<file path="src/rtl/operand_fetch_pkg.sv">
// Shared constants and bypass source encoding for the operand fetch stage and
// the register file it reads.
package operand_fetch_pkg;

    localparam int unsigned DEF_ADDR  = 3;
    localparam int unsigned DEF_WIDTH = 16;
    localparam int unsigned DEF_CNTW  = 16;

    typedef enum logic [1:0] {
        FWD_RF  = 2'd0,
        FWD_EX  = 2'd1,
        FWD_MEM = 2'd2,
        FWD_WB  = 2'd3
    } fwd_src_e;

endpackage

</file>
<file path="src/rtl/operand_fetch_if.sv">
// Decoder-to-fetch and fetch-to-execute handshake bundle. The master side is
// the decoder/EX environment; the slave side is operand_fetch.
interface operand_fetch_if
    import operand_fetch_pkg::*;
#(
    parameter int unsigned ADDR  = DEF_ADDR,
    parameter int unsigned WIDTH = DEF_WIDTH
);

    logic             in_valid;
    logic             in_ready;
    logic [ADDR-1:0]  in_rs1;
    logic [ADDR-1:0]  in_rs2;
    logic             in_use1;
    logic             in_use2;
    logic [ADDR-1:0]  in_rd;
    logic             in_wr;
    logic             in_is_load;

    logic             out_valid;
    logic             out_ready;
    logic [WIDTH-1:0] out_op1;
    logic [WIDTH-1:0] out_op2;
    logic [ADDR-1:0]  out_rd;
    logic             out_wr;
    logic             out_is_load;

    modport master (
        output in_valid, in_rs1, in_rs2, in_use1, in_use2, in_rd, in_wr, in_is_load,
        input  in_ready,
        input  out_valid, out_op1, out_op2, out_rd, out_wr, out_is_load,
        output out_ready
    );

    modport slave (
        input  in_valid, in_rs1, in_rs2, in_use1, in_use2, in_rd, in_wr, in_is_load,
        output in_ready,
        output out_valid, out_op1, out_op2, out_rd, out_wr, out_is_load,
        input  out_ready
    );

endinterface

</file>
<file path="src/rtl/operand_fetch_fwd_sel.sv">
// One operand's bypass resolution: EX > MEM > WB > register file, forced to
// zero when the operand is not read.
module operand_fetch_fwd_sel
    import operand_fetch_pkg::*;
#(
    parameter int unsigned ADDR  = DEF_ADDR,
    parameter int unsigned WIDTH = DEF_WIDTH
) (
    input  logic             use_src,
    input  logic [ADDR-1:0]  rs,
    input  logic [WIDTH-1:0] rf_data,
    input  logic             ex_wr,
    input  logic             ex_is_load,
    input  logic [ADDR-1:0]  ex_rd,
    input  logic [WIDTH-1:0] ex_data,
    input  logic             mem_wr,
    input  logic [ADDR-1:0]  mem_rd,
    input  logic [WIDTH-1:0] mem_data,
    input  logic             wb_wr,
    input  logic [ADDR-1:0]  wb_rd,
    input  logic [WIDTH-1:0] wb_data,
    output logic [WIDTH-1:0] opnd
);

    fwd_src_e src;

    // A load in EX has no data yet; the load-use stall covers that case.
    always_comb begin
        src = FWD_RF;
        if (ex_wr && !ex_is_load && (ex_rd == rs)) begin
            src = FWD_EX;
        end else if (mem_wr && (mem_rd == rs)) begin
            src = FWD_MEM;
        end else if (wb_wr && (wb_rd == rs)) begin
            src = FWD_WB;
        end
    end

    always_comb begin
        opnd = '0;
        if (use_src) begin
            unique case (src)
                FWD_EX:  opnd = ex_data;
                FWD_MEM: opnd = mem_data;
                FWD_WB:  opnd = wb_data;
                default: opnd = rf_data;
            endcase
        end
    end

endmodule

</file>
<file path="src/rtl/operand_fetch.sv">
// Operand fetch stage: register file read requests, bypassing, load-use stall,
// ID/EX pipeline register and a saturating stall-cycle counter.
module operand_fetch
    import operand_fetch_pkg::*;
#(
    parameter int unsigned ADDR  = DEF_ADDR,
    parameter int unsigned WIDTH = DEF_WIDTH,
    parameter int unsigned CNTW  = DEF_CNTW
) (
    input  logic             clk,
    input  logic             rst,
    input  logic             flush,
    operand_fetch_if.slave   bus,
    output logic             rf_r1_en,
    output logic             rf_r2_en,
    output logic [ADDR-1:0]  rf_r1_addr,
    output logic [ADDR-1:0]  rf_r2_addr,
    input  logic [WIDTH-1:0] rf_r1_data,
    input  logic [WIDTH-1:0] rf_r2_data,
    input  logic             ex_wr,
    input  logic             ex_is_load,
    input  logic [ADDR-1:0]  ex_rd,
    input  logic [WIDTH-1:0] ex_data,
    input  logic             mem_wr,
    input  logic [ADDR-1:0]  mem_rd,
    input  logic [WIDTH-1:0] mem_data,
    input  logic             wb_wr,
    input  logic [ADDR-1:0]  wb_rd,
    input  logic [WIDTH-1:0] wb_data,
    output logic [CNTW-1:0]  stall_cnt
);

    logic [WIDTH-1:0] op1_res, op2_res;
    logic             hz, accept;

    logic             valid_q;
    logic [WIDTH-1:0] op1_q, op2_q;
    logic [ADDR-1:0]  rd_q;
    logic             wr_q, ld_q;
    logic [CNTW-1:0]  stall_q;

    assign rf_r1_en   = bus.in_valid && bus.in_use1;
    assign rf_r2_en   = bus.in_valid && bus.in_use2;
    assign rf_r1_addr = bus.in_rs1;
    assign rf_r2_addr = bus.in_rs2;

    operand_fetch_fwd_sel #(.ADDR(ADDR), .WIDTH(WIDTH)) u_fwd1 (
        .use_src    (bus.in_use1),
        .rs         (bus.in_rs1),
        .rf_data    (rf_r1_data),
        .ex_wr      (ex_wr),
        .ex_is_load (ex_is_load),
        .ex_rd      (ex_rd),
        .ex_data    (ex_data),
        .mem_wr     (mem_wr),
        .mem_rd     (mem_rd),
        .mem_data   (mem_data),
        .wb_wr      (wb_wr),
        .wb_rd      (wb_rd),
        .wb_data    (wb_data),
        .opnd       (op1_res)
    );

    operand_fetch_fwd_sel #(.ADDR(ADDR), .WIDTH(WIDTH)) u_fwd2 (
        .use_src    (bus.in_use2),
        .rs         (bus.in_rs2),
        .rf_data    (rf_r2_data),
        .ex_wr      (ex_wr),
        .ex_is_load (ex_is_load),
        .ex_rd      (ex_rd),
        .ex_data    (ex_data),
        .mem_wr     (mem_wr),
        .mem_rd     (mem_rd),
        .mem_data   (mem_data),
        .wb_wr      (wb_wr),
        .wb_rd      (wb_rd),
        .wb_data    (wb_data),
        .opnd       (op2_res)
    );

    assign hz = bus.in_valid && ex_wr && ex_is_load &&
                ((bus.in_use1 && (ex_rd == bus.in_rs1)) ||
                 (bus.in_use2 && (ex_rd == bus.in_rs2)));

    assign bus.in_ready = !hz && (!valid_q || bus.out_ready);
    assign accept       = bus.in_valid && bus.in_ready;

    always_ff @(posedge clk or posedge rst) begin
        if (rst) begin
            valid_q <= 1'b0;
            op1_q   <= '0;
            op2_q   <= '0;
            rd_q    <= '0;
            wr_q    <= 1'b0;
            ld_q    <= 1'b0;
        end else if (flush) begin
            valid_q <= 1'b0;
        end else if (accept) begin
            valid_q <= 1'b1;
            op1_q   <= op1_res;
            op2_q   <= op2_res;
            rd_q    <= bus.in_rd;
            wr_q    <= bus.in_wr;
            ld_q    <= bus.in_is_load;
        end else if (valid_q && bus.out_ready) begin
            valid_q <= 1'b0;
        end
    end

    // Counts every hazard cycle; only reset clears it.
    always_ff @(posedge clk or posedge rst) begin
        if (rst) begin
            stall_q <= '0;
        end else if (hz && (stall_q != {CNTW{1'b1}})) begin
            stall_q <= stall_q + 1'b1;
        end
    end

    assign bus.out_valid   = valid_q;
    assign bus.out_op1     = op1_q;
    assign bus.out_op2     = op2_q;
    assign bus.out_rd      = rd_q;
    assign bus.out_wr      = wr_q;
    assign bus.out_is_load = ld_q;
    assign stall_cnt       = stall_q;

endmodule

</file>
<file path="src/flat_wrapper.sv">
// flat-port wrapper written by rule: the top's interface ports become plain ports
module operand_fetch_flat import operand_fetch_pkg::*;
#(
    parameter int unsigned ADDR  = DEF_ADDR,
    parameter int unsigned WIDTH = DEF_WIDTH,
    parameter int unsigned CNTW  = DEF_CNTW
)
  (clk, rst, flush, rf_r1_en, rf_r2_en, rf_r1_addr, rf_r2_addr, rf_r1_data, rf_r2_data, ex_wr, ex_is_load, ex_rd, ex_data, mem_wr, mem_rd, mem_data, wb_wr, wb_rd, wb_data, stall_cnt, bus_in_valid, bus_in_rs1, bus_in_rs2, bus_in_use1, bus_in_use2, bus_in_rd, bus_in_wr, bus_in_is_load, bus_in_ready, bus_out_valid, bus_out_op1, bus_out_op2, bus_out_rd, bus_out_wr, bus_out_is_load, bus_out_ready);
  operand_fetch_if #(.ADDR(ADDR), .WIDTH(WIDTH)) bus_i ();
  input  logic clk;
  input  logic rst;
  input  logic flush;
  output logic rf_r1_en;
  output logic rf_r2_en;
  output logic [ADDR-1:0] rf_r1_addr;
  output logic [ADDR-1:0] rf_r2_addr;
  input  logic [WIDTH-1:0] rf_r1_data;
  input  logic [WIDTH-1:0] rf_r2_data;
  input  logic ex_wr;
  input  logic ex_is_load;
  input  logic [ADDR-1:0] ex_rd;
  input  logic [WIDTH-1:0] ex_data;
  input  logic mem_wr;
  input  logic [ADDR-1:0] mem_rd;
  input  logic [WIDTH-1:0] mem_data;
  input  logic wb_wr;
  input  logic [ADDR-1:0] wb_rd;
  input  logic [WIDTH-1:0] wb_data;
  output logic [CNTW-1:0] stall_cnt;
  input wire logic [$bits(bus_i.in_valid)-1:0] bus_in_valid;
  input wire logic [$bits(bus_i.in_rs1)-1:0] bus_in_rs1;
  input wire logic [$bits(bus_i.in_rs2)-1:0] bus_in_rs2;
  input wire logic [$bits(bus_i.in_use1)-1:0] bus_in_use1;
  input wire logic [$bits(bus_i.in_use2)-1:0] bus_in_use2;
  input wire logic [$bits(bus_i.in_rd)-1:0] bus_in_rd;
  input wire logic [$bits(bus_i.in_wr)-1:0] bus_in_wr;
  input wire logic [$bits(bus_i.in_is_load)-1:0] bus_in_is_load;
  output wire logic [$bits(bus_i.in_ready)-1:0] bus_in_ready;
  output wire logic [$bits(bus_i.out_valid)-1:0] bus_out_valid;
  output wire logic [$bits(bus_i.out_op1)-1:0] bus_out_op1;
  output wire logic [$bits(bus_i.out_op2)-1:0] bus_out_op2;
  output wire logic [$bits(bus_i.out_rd)-1:0] bus_out_rd;
  output wire logic [$bits(bus_i.out_wr)-1:0] bus_out_wr;
  output wire logic [$bits(bus_i.out_is_load)-1:0] bus_out_is_load;
  input wire logic [$bits(bus_i.out_ready)-1:0] bus_out_ready;
  assign bus_i.in_valid = bus_in_valid;
  assign bus_i.in_rs1 = bus_in_rs1;
  assign bus_i.in_rs2 = bus_in_rs2;
  assign bus_i.in_use1 = bus_in_use1;
  assign bus_i.in_use2 = bus_in_use2;
  assign bus_i.in_rd = bus_in_rd;
  assign bus_i.in_wr = bus_in_wr;
  assign bus_i.in_is_load = bus_in_is_load;
  assign bus_in_ready = bus_i.in_ready;
  assign bus_out_valid = bus_i.out_valid;
  assign bus_out_op1 = bus_i.out_op1;
  assign bus_out_op2 = bus_i.out_op2;
  assign bus_out_rd = bus_i.out_rd;
  assign bus_out_wr = bus_i.out_wr;
  assign bus_out_is_load = bus_i.out_is_load;
  assign bus_i.out_ready = bus_out_ready;
  operand_fetch #(.ADDR(ADDR), .WIDTH(WIDTH), .CNTW(CNTW)) u_core (.clk(clk), .rst(rst), .flush(flush), .bus(bus_i), .rf_r1_en(rf_r1_en), .rf_r2_en(rf_r2_en), .rf_r1_addr(rf_r1_addr), .rf_r2_addr(rf_r2_addr), .rf_r1_data(rf_r1_data), .rf_r2_data(rf_r2_data), .ex_wr(ex_wr), .ex_is_load(ex_is_load), .ex_rd(ex_rd), .ex_data(ex_data), .mem_wr(mem_wr), .mem_rd(mem_rd), .mem_data(mem_data), .wb_wr(wb_wr), .wb_rd(wb_rd), .wb_data(wb_data), .stall_cnt(stall_cnt));
endmodule
</file>
<file path="config.mk">
export PLATFORM = sky130hd
export DESIGN_NAME = operand_fetch_flat
export DESIGN_NICKNAME = d
export VERILOG_FILES = /design/src/rtl/operand_fetch_pkg.sv /design/src/rtl/operand_fetch_if.sv /design/src/rtl/operand_fetch_fwd_sel.sv /design/src/rtl/operand_fetch.sv /design/src/flat_wrapper.sv
export SDC_FILE = /design/constraint.sdc
export NUM_CORES = 1
export LEC_CHECK = 0
export ABC_AREA = 1
export BUFFER_PORTS_ARGS = -buffer_cell sky130_fd_sc_hd__buf_4
export CORE_ASPECT_RATIO = 0.6
export CORE_MARGIN = 4
export CORE_UTILIZATION = 45
export DETAILED_ROUTE_END_ITERATION = 10
export PLACE_DENSITY = 0.84
export SLEW_MARGIN = 0
export SYNTH_ARGS = -nofsm -noshare
export SYNTH_HDL_FRONTEND = slang
export SYNTH_SLANG_ARGS = --single-unit
</file>
<file path="constraint.sdc">
create_clock -name clk -period 1.7 [get_ports clk]
set_input_delay 0.34 -clock clk [delete_from_list [all_inputs] [get_ports clk]]
set_output_delay 0.34 -clock clk [all_outputs]
set_load 0.1 [all_outputs]
</file>
* Yosys cells after proc, flatten, opt, wreduce, memory -nomap -nowiden
Index checks and enable logic that the tools add are counted.
Cells by class: $add $sub $neg 1, equality and inequality tests 13, muxes and demuxes 13, bitwise gates (word level) 1, reductions and logical operators 25
Operator list (count):
- 16-bit one-hot mux with 3 select lines | 2
- 16-bit 2-to-1 mux | 2
- 3-bit == test | 6
- 1-bit logical AND | 18
- 16-bit by 1-bit adder with 16-bit output, second input constant | 1
- 16-bit inequality test, second input constant | 1
- 2-bit 2-to-1 mux | 6
- 2-bit == test, second input constant | 4
- 2-bit by 1-bit == test with 1-bit output, second input constant | 2
- 1-bit logical NOT | 3
- 1-bit 2-to-1 mux | 3
- 3-bit nonzero test | 1
- 1-bit logical OR | 2
- 2-bit AND reduction | 1
- 1-bit inverter | 1
Word-level totals: flip-flop bits (word level) 54, input bits 111

* Logic depth before layout (Yosys ltp)
word-level depth 9, depth in mapped cells 13, mapped depth without buffers 12

* Hierarchy
Synthesis repeated with hierarchy kept, for this count alone.
Second synthesis, totals: cells, all modules 731, area, all modules 4525.6 µm²
By module, submodules not included:
- operand_fetch | instances 1, cells an instance 355, area an instance 2844.0 µm², seq. area each 1351.3 µm²
- operand_fetch_fwd_sel | instances 2, cells an instance 188, area an instance 840.8 µm², seq. area each 0.0 µm²

* Least setup slack after synthesis
Ideal clock, no wire load.
path kind register to register, start point register u_core.valid_q, in the netlist u_core.bus.out_valid, end point register u_core.ld_q, in the netlist u_core.bus.out_is_load, data arrival time 2.893 ns, required time 1.626 ns, slack -1.268 ns, stages on the path, launching flop included 5, buffers on the path 0, cell sequence dfrtp_1 -> nand2_1 -> a21boi_1 -> nand3_1 -> nand2_1
On the way: word-level cells in the longest chain between the ends 5
RTL lines:
- from (decl) | line operand_fetch.sv:36 | logic valid_q;
- from (signal assigned) | line operand_fetch.sv:90 | valid_q <= 1'b0;
- from (signal assigned) | line operand_fetch.sv:97 | valid_q <= 1'b0;
- from (signal assigned) | line operand_fetch.sv:99 | valid_q <= 1'b1;
- 1-bit logical NOT | line operand_fetch.sv:85 | assign bus.in_ready = !hz && (!valid_q || bus.out_ready);
- 1-bit logical OR | line operand_fetch.sv:85
- 1-bit logical AND | line operand_fetch.sv:85
- via bus_in_ready | line flat_wrapper.sv:38 | output wire logic [$bits(bus_i.in_ready)-1:0] bus_in_ready;
- 1-bit logical AND | line operand_fetch.sv:86 | assign accept = bus.in_valid && bus.in_ready;
- 2-bit AND reduction (no source line)
- to (signal assigned) | line operand_fetch.sv:104 | ld_q <= bus.in_is_load;
- to (decl) | line operand_fetch.sv:39 | logic wr_q, ld_q;
The timed path passes the listed nets, and every way through them passes these cells. A chain may end at the register's enable or synchronous reset.

* Final worst setup path
start point input ex_rd[0], end point output bus_in_ready
On the way: word-level cells in the longest chain between the ends 6, elaborated cells on any way between the ends 8, those cells by class eq/ne (2); reduce/logical (6)
RTL lines:
- from (decl) | line flat_wrapper.sv:21 | input logic [ADDR-1:0] ex_rd;
- 3-bit == test (on tied branches) | line operand_fetch.sv:82, operand_fetch.sv:83
- 1-bit logical AND (on tied branches) | line operand_fetch.sv:82, operand_fetch.sv:83
- 1-bit logical OR (*) | line operand_fetch.sv:82 | ((bus.in_use1 && (ex_rd == bus.in_rs1)) ||
- 1-bit logical AND (*) | line operand_fetch.sv:81 | assign hz = bus.in_valid && ex_wr && ex_is_load &&
- 1-bit logical NOT (*) | line operand_fetch.sv:85
- 1-bit logical AND (*) | line operand_fetch.sv:85
- to (decl) | line flat_wrapper.sv:38
Every way passes the cells marked *; elsewhere a longest branch is shown, timed or not.

==> flow_summary.json <==
{
  "yosys.area.top_type_share_pct": 31.22,
  "seq_area_frac_synth_pct": 31.22,
  "yosys_most_used_dff": "dfrtp_1",
  "place_area_um2": 6248,
  "synth_edf_count": 0,
  "cts_made_buffers": 5,
  "busiest_layer": "met1",
  "dp_hpwl_um": 13420,
  "outcome": "finished clean",
  "hold_violations": 0,
  "crit_type": "in -> out",
  "drive_gt1_share_pct": 31.73,
  "finClkSkew_ns": 0.002927,
  "firstDrtPassIters": 5,
  "fin_area_um2": 6432,
  "first_global_vias": 5076,
  "rsz0062_at_grt": "false",
  "cp.required_ns": 1.36,
  "slew_violations": 0,
  "antenna_found_initial": 0,
  "area_delta_synth_final_pct": 48.63,
  "place.gp.congestion": 0.9588,
  "hold_path.class": "in -> async",
  "drt_wl_total_um": 16550,
  "critPathArrivalTime_ns": 1.30,
  "worstSkewPairLatency_ns": 0.29,
  "drtAntennaViolNets": 0,
  "yosysTopAreaCell": "dfrtp_1",
  "p_int_w": 0.002832,
  "core_um2": 9256,
  "initial_core_util_pct": 46.76,
  "use_met1_pct": 43.11,
  "grt_pass1_wl_um": 26100,
  "final_core_util_pct": 69.49,
  "die_h_um": 83.97,
  "ios": 174,
  "setup_viol": 0,
  "clockBufferDepth": 2,
  "viasPerCell": 5.301,
  "synthTopCellsByArea": "dfrtp_1, nand2_1, nand3_1",
  "critPathMaxFanout": 3,
  "period_minus_slack_ns": 1.643,
  "die_w_um": 134.6,
  "first_iter_violations": 483,
  "layout.nets": 1025,
  "p_sw_w": 0.002698,
  "syn_nets": 817,
  "use_met2_pct": 41.07,
  "dpl_worst_slack_ns": -0.2007,
  "synth_common_cells": "nand2_1, nand3_1, inv_1",
  "slew_headroom_pct": 72.72,
  "hold_ws_ns": 0.01242,
  "drv_cap": 0,
  "rrSetupSlack_ns": 0.10,
  "post_drt_wl_per_cell_um": 15.86,
  "cts_tree": "built",
  "grt_start_max_net_pins": 33,
  "switching_share_pct": 48.79,
  "r2r-start": "u_core.stall_cnt[1]$_DFFE_PP0P_",
  "r2r_cells": 8,
  "grt_use_met3_pct": 9.518,
  "final.setup.worst_slack_ns": 0.05722,
  "synth.most_common_cell": "nand2_1",
  "p_per_area_nw_per_um2": 859.8,
  "ir_drop_mv": 0.6192,
  "yosysUniqueCellTypes": 27,
  "dieArea_um2": 11300,
  "cts-htree-levels": 2,
  "vias": 5534,
  "end_kind": "output pin",
  "row_count": 27,
  "p_leak_nw": 3.711,
  "ys_seq_elements": 54,
  "fin_crit_sh_pct": 96.63,
  "reg2reg_to": "u_core.stall_cnt[4]$_DFFE_PP0P_",
  "port_buffers": 173,
  "p_comb_share_pct": 52.1,
  "start_kind": "input pin",
  "root_buffer": "clkbuf_16",
  "avgSynthCellArea_um2": 6.139,
  "synthCells": 705,
  "clkPwrFrac_pct": 18.8,
  "finalSetupTns_ns": 0,
  "ys_warn_count": 0,
  "cts.clk_slew.worst_paths_ns": 0.07,
  "netlist_area_um2": 4328,
  "max_freq_mhz": 608.7,
  "grt_overflow": 0,
  "track_usage_pct": 28.77,
  "synth_async_sr_flop_share_pct": 100.0,
  "n_antenna_cell": 0,
  "clkSinkCount": 54,
  "drc": 0,
  "tightest_slew_ns": 0.4082,
  "seqPwrFrac_pct": 29.1
}
==> registers in the layout, summed over array words and instances (netlist names) <==
register	count
u_core.bus.out_op1	16
u_core.bus.out_op2	16
u_core.bus.out_is_load	1
u_core.bus.out_wr	1
u_core.bus.out_valid	1
u_core.stall_cnt	16
u_core.bus.out_rd	3
==> metrics by stage <==
step                power [W]  instances
floorplan            0.003539        705
global placement     0.004445       1036
detailed placement   0.004473       1036
CTS                  0.005512       1044
global route         0.005757       1044
finish               0.005531       1044
==> routing by layer <==
metal / vias up / wire, µm
met2: 403 / 6692
met3: 19 / 2262
li1: 2644 / -
met1: 2468 / 7451
met5: - / 0
met4: 0 / 147
==> what timing repair did <==
item,in CTS,in global routing
resized for setup,2,4
setup buffers,0,0
setup endpoints to repair,1,3
hold buffers,0,0
==> layout make-up <==
type                       instances  area, µm²
fill                             832       2824
multi-input combinational        515       2467
timing repair buffer             240       1918
sequential                        54       1373
inverter                          97      364.1
tap                              130      162.7
clock buffer                       7      142.6
clock inverter                     1      5.005
==> worst max-delay path by stage <==
stage               slack [ns]  cells past startpoint                                  to                       startpoint
floorplan                -0.08                      9     u_core.stall_cnt[2]$_DFFE_PP0P_  u_core.stall_cnt[0]$_DFFE_PP0P_
global placement         -0.14                     10   u_core.bus.out_op1[7]$_DFFE_PP0P_                         ex_rd[0]
detailed placement       -0.20                     10  u_core.bus.out_op1[14]$_DFFE_PP0P_                         ex_rd[0]
CTS                       0.02                      6                        bus_in_ready                         ex_rd[0]
global route             0.006                      8     u_core.stall_cnt[3]$_DFFE_PP0P_  u_core.stall_cnt[1]$_DFFE_PP0P_
finish                    0.06                      6                        bus_in_ready                         ex_rd[0]
==> worst max-delay path: stages <==
cell and delay (ns):
buf_4 0.15, xnor2_4 0.17, nand4_1 0.11, nand2_2 0.11, a21boi_4 0.17, buf_6 0.24
==> power by group through the flow <==
stage / clock network (W) / logic, W / registers (W)
3_5_place_dp: 0 / 0.00285 / 0.00162
5_1_grt: 0.00110 / 0.00303 / 0.00163
3_3_place_gp: 0 / 0.00282 / 0.00162
4_1_cts: 0.00105 / 0.00286 / 0.00161
2_1_floorplan: 0 / 0.000716 / 0.00282
6_report: 0.00104 / 0.00288 / 0.00161
==> cells by family (layout without fill, tap and decap cells) <==
kind of cell / Yosys count / after routing / synth area share [%]
compound gates: 8 / 8 / 0.9829
buf+inv: 136 / 345 / 13.30
fa+ha+maj: 1 / 1 / 0.2891
flops: 54 / 54 / 31.22
xor+xnor: 16 / 16 / 3.585
simple gates: 490 / 490 / 50.62
==> placed cells by master, fill, tap and decap left out, drive strengths merged, types with 6 or more instances in the layout <==
| master | n |
|---|---|
| nand3 | 129 |
| nand4 | 46 |
| xnor2 | 7 |
| inv | 95 |
| clkbuf | 7 |
| buf | 240 |
| nand2 | 268 |
| dfrtp | 54 |
| nor2 | 37 |
| o21ai | 6 |
| xor2 | 9 |
Note: power is estimated with default switching activity, not from simulation.
